## config.mk

```make
export PLATFORM = sky130hd
export DESIGN_NAME = id_exe_pipe_reg
export DESIGN_NICKNAME = d
export VERILOG_FILES = /design/src/rtl/core_pkg.sv /design/src/rtl/status_reg.sv /design/src/rtl/id_exe_pipe_reg.sv
export SDC_FILE = /design/constraint.sdc
export NUM_CORES = 1
export LEC_CHECK = 0
export BUFFER_PORTS_ARGS = -buffer_cell sky130_fd_sc_hd__buf_4
export CORE_AREA = 2 2 126 128
export DETAILED_ROUTE_END_ITERATION = 8
export DIE_AREA = 0 0 128 130
export PLACE_DENSITY = 0.69
export REMOVE_ABC_BUFFERS = 1
export SYNTH_ARGS = -nofsm -noshare
export SYNTH_HDL_FRONTEND = slang
export SYNTH_SLANG_ARGS = --single-unit
```

## constraint.sdc

```tcl
create_clock -name clk -period 8.85 [get_ports clk]
set_input_delay 0 -clock clk [delete_from_list [all_inputs] [get_ports clk]]
set_output_delay 0 -clock clk [all_outputs]
set_load 0.03 [all_outputs]
```

## src/rtl/core_pkg.sv

```systemverilog
`default_nettype none
// +------------------------------------------------------------------+
// | core_pkg                                                         |
// | Shared types and constants for the ARM-subset 5-stage core.      |
// | Rev 1.0                                                          |
// +------------------------------------------------------------------+
package core_pkg;

    localparam int CORE_DATA_W     = 32;
    localparam int CORE_REG_ADDR_W = 4;

    localparam logic [3:0] EXE_NOP = 4'b0000;
    localparam logic [3:0] EXE_MOV = 4'b0001;
    localparam logic [3:0] EXE_MVN = 4'b1001;
    localparam logic [3:0] EXE_ADD = 4'b0010;
    localparam logic [3:0] EXE_ADC = 4'b0011;
    localparam logic [3:0] EXE_SUB = 4'b0100;
    localparam logic [3:0] EXE_SBC = 4'b0101;
    localparam logic [3:0] EXE_AND = 4'b0110;
    localparam logic [3:0] EXE_ORR = 4'b0111;
    localparam logic [3:0] EXE_EOR = 4'b1000;

    localparam int FLAG_N = 3;
    localparam int FLAG_Z = 2;
    localparam int FLAG_C = 1;
    localparam int FLAG_V = 0;

    typedef struct packed {
        logic                       valid;
        logic [CORE_DATA_W-1:0]     pc;
        logic [CORE_DATA_W-1:0]     val_rn;
        logic [CORE_DATA_W-1:0]     val_rm;
        logic                       imm;
        logic [11:0]                shift_operand;
        logic [23:0]                signed_imm_24;
        logic [CORE_REG_ADDR_W-1:0] dest;
        logic [CORE_REG_ADDR_W-1:0] src1;
        logic [CORE_REG_ADDR_W-1:0] src2;
        logic [3:0]                 exe_cmd;
        logic                       wb_en;
        logic                       mem_r_en;
        logic                       mem_w_en;
        logic                       b;
        logic                       s;
    } id_exe_bundle_t;

endpackage : core_pkg
`default_nettype wire

```

## src/rtl/status_reg.sv

```systemverilog
`default_nettype none
// +------------------------------------------------------------------+
// | status_reg                                                       |
// | Enabled flag register with asynchronous active-high reset.       |
// | Rev 1.0                                                          |
// +------------------------------------------------------------------+
module status_reg #(
    parameter int WIDTH = 4
) (
    input  logic             clk,
    input  logic             rst,
    input  logic             en,
    input  logic [WIDTH-1:0] d,
    output logic [WIDTH-1:0] q
);

    logic [WIDTH-1:0] flags_d;
    logic [WIDTH-1:0] flags_q;

    always_comb begin
        flags_d = flags_q;
        if (en) begin
            flags_d = d;
        end
    end

    always_ff @(posedge clk or posedge rst) begin
        if (rst) begin
            flags_q <= '0;
        end else begin
            flags_q <= flags_d;
        end
    end

    assign q = flags_q;

endmodule : status_reg
`default_nettype wire

```

## src/rtl/id_exe_pipe_reg.sv

```systemverilog
`default_nettype none
// +------------------------------------------------------------------+
// | id_exe_pipe_reg                                                  |
// | ID->EXE pipeline register with bubble insertion and NZCV owner.  |
// | Rev 1.0                                                          |
// +------------------------------------------------------------------+
module id_exe_pipe_reg
    import core_pkg::*;
#(
    parameter int DATA_W     = CORE_DATA_W,
    parameter int REG_ADDR_W = CORE_REG_ADDR_W
) (
    input  logic                  clk,
    input  logic                  rst,
    input  logic                  mem_freeze,
    input  logic                  flush,
    input  logic                  hazard,
    input  logic                  id_valid,
    input  logic [DATA_W-1:0]     id_pc,
    input  logic [DATA_W-1:0]     id_val_rn,
    input  logic [DATA_W-1:0]     id_val_rm,
    input  logic                  id_imm,
    input  logic [11:0]           id_shift_operand,
    input  logic [23:0]           id_signed_imm_24,
    input  logic [REG_ADDR_W-1:0] id_dest,
    input  logic [REG_ADDR_W-1:0] id_src1,
    input  logic [REG_ADDR_W-1:0] id_src2,
    input  logic [3:0]            id_exe_cmd,
    input  logic                  id_wb_en,
    input  logic                  id_mem_r_en,
    input  logic                  id_mem_w_en,
    input  logic                  id_b,
    input  logic                  id_s,
    input  logic [3:0]            alu_flags,
    output logic                  exe_valid,
    output logic [DATA_W-1:0]     exe_pc,
    output logic [DATA_W-1:0]     exe_val_rn,
    output logic [DATA_W-1:0]     exe_val_rm,
    output logic                  exe_imm,
    output logic [11:0]           exe_shift_operand,
    output logic [23:0]           exe_signed_imm_24,
    output logic [REG_ADDR_W-1:0] exe_dest,
    output logic [REG_ADDR_W-1:0] exe_src1,
    output logic [REG_ADDR_W-1:0] exe_src2,
    output logic [3:0]            exe_exe_cmd,
    output logic                  exe_wb_en,
    output logic                  exe_mem_r_en,
    output logic                  exe_mem_w_en,
    output logic                  exe_b,
    output logic                  exe_s,
    output logic [3:0]            status
);

    id_exe_bundle_t bundle_d;
    id_exe_bundle_t bundle_q;
    logic           bubble;
    logic           status_en;

    // Data fields always follow ID; only control is squashed on a bubble.
    always_comb begin
        bundle_d = bundle_q;
        bubble   = flush | hazard | ~id_valid;
        if (!mem_freeze) begin
            bundle_d.valid         = id_valid & ~flush & ~hazard;
            bundle_d.pc            = id_pc;
            bundle_d.val_rn        = id_val_rn;
            bundle_d.val_rm        = id_val_rm;
            bundle_d.imm           = id_imm;
            bundle_d.shift_operand = id_shift_operand;
            bundle_d.signed_imm_24 = id_signed_imm_24;
            bundle_d.dest          = id_dest;
            bundle_d.src1          = id_src1;
            bundle_d.src2          = id_src2;
            bundle_d.exe_cmd       = bubble ? EXE_NOP : id_exe_cmd;
            bundle_d.wb_en         = id_wb_en    & ~bubble;
            bundle_d.mem_r_en      = id_mem_r_en & ~bubble;
            bundle_d.mem_w_en      = id_mem_w_en & ~bubble;
            bundle_d.b             = id_b        & ~bubble;
            bundle_d.s             = id_s        & ~bubble;
        end
    end

    always_ff @(posedge clk or posedge rst) begin
        if (rst) begin
            bundle_q <= '0;
        end else begin
            bundle_q <= bundle_d;
        end
    end

    // The S-instruction leaving EXE retires even when a flush squashes ID.
    assign status_en = ~mem_freeze & bundle_q.valid & bundle_q.s;

    status_reg #(
        .WIDTH (4)
    ) u_status_reg (
        .clk (clk),
        .rst (rst),
        .en  (status_en),
        .d   (alu_flags),
        .q   (status)
    );

    assign exe_valid         = bundle_q.valid;
    assign exe_pc            = bundle_q.pc;
    assign exe_val_rn        = bundle_q.val_rn;
    assign exe_val_rm        = bundle_q.val_rm;
    assign exe_imm           = bundle_q.imm;
    assign exe_shift_operand = bundle_q.shift_operand;
    assign exe_signed_imm_24 = bundle_q.signed_imm_24;
    assign exe_dest          = bundle_q.dest;
    assign exe_src1          = bundle_q.src1;
    assign exe_src2          = bundle_q.src2;
    assign exe_exe_cmd       = bundle_q.exe_cmd;
    assign exe_wb_en         = bundle_q.wb_en;
    assign exe_mem_r_en      = bundle_q.mem_r_en;
    assign exe_mem_w_en      = bundle_q.mem_w_en;
    assign exe_b             = bundle_q.b;
    assign exe_s             = bundle_q.s;

endmodule : id_exe_pipe_reg
`default_nettype wire
```

# After elaboration in Yosys (flattened, before gate mapping)
# Index checks and enable logic that the tools add are counted.
[classes] n_mux=1 bitwise=16
[op_table] operator="$and A1 B1 Y1" count=9
[op_table] operator="$not A1 Y1" count=5
[op_table] operator="$mux W4" count=1
[op_table] operator="$or A1 B1 Y1" count=2
[totals] regBits=159 inputBits=164 output_inout_bits=159 elab_cells=34

# Depth between registers and ports, before layout
[depth] ltp_word=4 depth_mapped=3 mapped_depth_nobuf=2

# Cells and area by module
# From an unflattened synthesis, not the netlist that was laid out.
[hier_totals] hier_cells=350 hier_area_um2=6023.3
[modules_own_cells] mod="id_exe_pipe_reg" instances=1 cells_each=341 area_each_um2=5874.4 seq_area_each_um2=3878.7
[modules_own_cells] mod="status_reg" instances=1 cells_each=9 area_each_um2=148.9 seq_area_each_um2=100.1

# Least setup slack after synthesis
# OpenSTA, ideal clock, no wires.
[synth_path] path_kind="register to register" start="register bundle_q (netlist bit exe_valid)" end="register u_status_reg.flags_q[0] (netlist: u_status_reg.q[0])" setup_ps=125 arrival_time_ps=1000 required_time_ps=8725 path_slack_ps=7725 stages_incl_launch_ff=3 n_path_buf=0 period_less_slack_ps=1125 path_cell_list="dfrtp_1 > nand3b_4 > mux2_4"
[synth_via] elab_chain_cells=2
[synth_lines] item="from (decl)" line="id_exe_pipe_reg.sv:55" text="id_exe_bundle_t bundle_q;"
[synth_lines] item="from (signal assigned)" line="id_exe_pipe_reg.sv:87" text="bundle_q <= bundle_d;"
[synth_lines] item="$and A1 B1 Y1 (2 in a row)" line="id_exe_pipe_reg.sv:92" text="assign status_en = ~mem_freeze & bundle_q.valid & bundle_q.s;"
[synth_lines] item="to (signal assigned)" line="status_reg.sv:31" text="flags_q <= flags_d;"
[synth_lines] item="to (decl)" line="status_reg.sv:18" text="logic [WIDTH-1:0] flags_q;"
# Every way passes these cells.
# A chain may end at the register's enable or synchronous reset.

==> metrics.yaml <==
setup_path:
  criticalPathCategory: "input port to asynchronous set/reset pin"
  cp.arrival_ns: 2.20
  cpLargestDelayFamily: "buffers and inverters"
  cp_cell_sequence: "dlygate4sd3_1 -> buf_4 -> inv_6 -> buf_4"
  required_ns: 9.26
  crit_top_cell: "buf_4"
  cp-end-kind: "asynchronous set/reset pin"
  worst_path_largest_cell_delay_ns: 0.86
  cp-start-kind: "input port"
  crit_buf_inv: 4
  cp_slowest_cell: "buf_4"
  crit_path_max_fanout: 84
logic_synthesis:
  syn_inst: 348
  synthTopCellsByArea: "dfrtp_1 (66%), mux2_2 (27%), buf_6 (3.2%)"
  synth-edff-count: 0
  avgSynthCellArea_um2: 17.39
  yosys_warnings: 0
  yosysTopAreaCellShare: 0.6576
  yosys-top-cells-count: "dfrtp_1 (159), mux2_2 (144), buf_6 (17)"
  yosysMostFrequentCell: "dfrtp_1"
  syn_area_um2: 6051
  synthDistinctLibCells: 11
  synth-main-ff-cell: "dfrtp_1"
  yosysSeqAreaShare: 0.6576
  yosys.area.top_type: "dfrtp_1"
  synthArstFlopShare: 1.000
  synth_seq_cells: 159
sta:
  fin_skew_ns: 0.003256
  fin_crit_ns: 1.795
  rsz0062_at_grt: "false"
  timing.setup.tns_ns: 0
  fmax_ghz: 0.5572
  maxSlewHeadroom: 0.2661
  setup_viol: 0
  fin_crit_sh: 0.2028
  slew_viol_final: 0
  tightest_slew_ns: 1.101
  hold_viol: 0
  whs_ns: 0.07955
detailed_routing:
  routed_wl_um: 17770
  dr_wl_met3_um: 1164
  wl_met1_um: 6923
  vias: 4822
  highest_layer: "met4"
  wl_met2_um: 9256
  vias_per_cell: 4.610
  drtPass1Iterations: 4
  drtAntennaViolNets: 0
  first_iter_violations: 141
  route.detailed.drc: 0
  wl_per_cell_um: 16.99
floorplanning:
  die_w_um: 128
  io_pins: 323
  num_rows: 46
  core_area_um2: 15420
  start_util: 0.3923
  fp.dieH_um: 130
  die_area_um2: 16640
flow_run:
  maxCapViolations: 0
cells_and_area:
  n_antenna_cell: 0
  fillerInstances: 981
  multiInputGateArea_um2: 1872
  num-nets-final: 1005
  utilization: 0.7016
  drive_above_1_share: 0.5937
  seq_area_um2: 3979
  area_growth_syn_to_layout_pct: 78.85
global_route:
  grt_max_degree: 87
  antenna_found_initial: 0
  grt_pass1_wl_um: 26550
  first_global_vias: 5028
  grtUsageTotal: 0.2097
  grt-ovfl-total: 0
run_status:
  outcome: "finished clean"
power:
  switchingPower_w: 0.0005874
  p_comb_frac: 0.239
  power_leakage_nw: 5.176
  power_frac_seq: 0.403
  switching_share: 0.2826
  p_int_w: 0.001491
  power.share.clock: 0.358
  power-per-cell-area_nw_per_um2: 192.1
  vdd_drop_max_v: 0.0001161
clocking:
  cts_tree: "done"
  cts.sinks: 159
  cts_root_buf: "clkbuf_16"
  clock_latency_ns: 0.42
  clk_pin_slew_ns: 0.06
  cts_hold_buf: 168
  cts_buffers: 17
  cts_setup_buffers: 0
  cts_buffer_depth: 2
  htreeDepth: 4
  cts_resized: 0
place:
  place_congestion: 0.7247
  place_hpwl_um: 11170
  port_buffers: 322
min_path:
  hold_path_class: "input port to flop"
## flip-flops by register name (all words and copies together) (netlist names), 4 cells and up
register	cells
u_status_reg.q	4
exe_val_rn	32
exe_pc	32
exe_dest	4
exe_signed_imm_24	24
exe_src2	4
exe_src1	4
exe_exe_cmd	4
exe_shift_operand	12
exe_val_rm	32
## area by class of cell
type                    count  share of cell area
repair buffers            492              0.3805
clock inverters            14             0.01526
inverters                   1           0.0008093
flip-flops and latches    159              0.3677
clock buffers              18             0.04058
well taps                 192             0.02220
multi-input cells         170              0.1730
## cell families (layout without fill, tap and decap cells)
| logic type | count (synthesis) | after routing | share of synthesized area |
|---|---|---|---|
| buffers and inverters | 19 | 525 | 0.03308 |
| AND/OR/NAND/NOR | 11 | 11 | 0.01468 |
| AO/OA/AOI/OAI | 9 | 9 | 0.01303 |
| multiplexers | 150 | 150 | 0.2816 |
| flip-flops | 159 | 159 | 0.6576 |
## per-stage QoR
stage | instances | cell area (µm²) | total power (W) | setup WS, ns
6_report | 1046 | 10820 | 0.002079 | 7.055
4_1_cts | 1046 | 10820 | 0.002093 | 6.982
2_1_floorplan | 330 | 5854 | 0.001071 | 4.558
5_1_grt | 1046 | 10820 | 0.002158 | 6.755
3_5_place_dp | 846 | 8536 | 0.001285 | 6.743
3_3_place_gp | 846 | 8536 | 0.001274 | 6.806
## metal layers
layer  track usage  up-vias
met2        0.3756      208
met1        0.2368     2375
met3       0.05822       35
li1              -     2204
met5             0        -
met4       0.08856        0
## worst paths after layout
kind,to,from,slack [ns],cells past startpoint
setup / recovery,exe_signed_imm_24[1],rst,7.06,4
setup reg to reg,exe_s,exe_s,7.50,2
hold reg to reg,exe_val_rm[1],exe_val_rm[1],0.50,1
max in group clk,exe_signed_imm_24[23],mem_freeze,7.11,3
min in group asynchronous,exe_shift_operand[2],rst,0.28,3
hold / removal,exe_valid,hazard,0.08,3
## cells in the final DEF (no fill, tap or decap)
cell type,synthesis,final
buf_4,0,323
dlygate4sd3_1,0,168
dfrtp_1,159,159
mux2_2,144,144
clkbuf_16,0,17
nor2b_1,9,9
a22o_1,9,9
clkinv_2,0,5
mux2_4,4,4
bufinv_16,0,3
clkinv_4,0,3
mux2_1,2,2
inv_6,0,2
clkinvlp_4,0,2
nor3b_2,1,1
nand3b_4,1,1
clkbuf_8,0,1
buf_6,17,1
## worst register-to-register path, delay by kind of cell, from the launching register on
family	cells	cell delay, ns
flops	1	0.43
buf+inv	1	0.55
compound gates	1	0.26
## power by group through the flow
stage / combinational, W / sequential [W] / clock [W]
2_1_floorplan: 0.0000856 / 0.000985 / 0
3_3_place_gp: 0.000429 / 0.000845 / 0
3_5_place_dp: 0.000436 / 0.000849 / 0
4_1_cts: 0.000496 / 0.000836 / 0.000761
5_1_grt: 0.000521 / 0.000846 / 0.000791
6_report: 0.000497 / 0.000838 / 0.000744
Power figures use the tool's default switching activity.
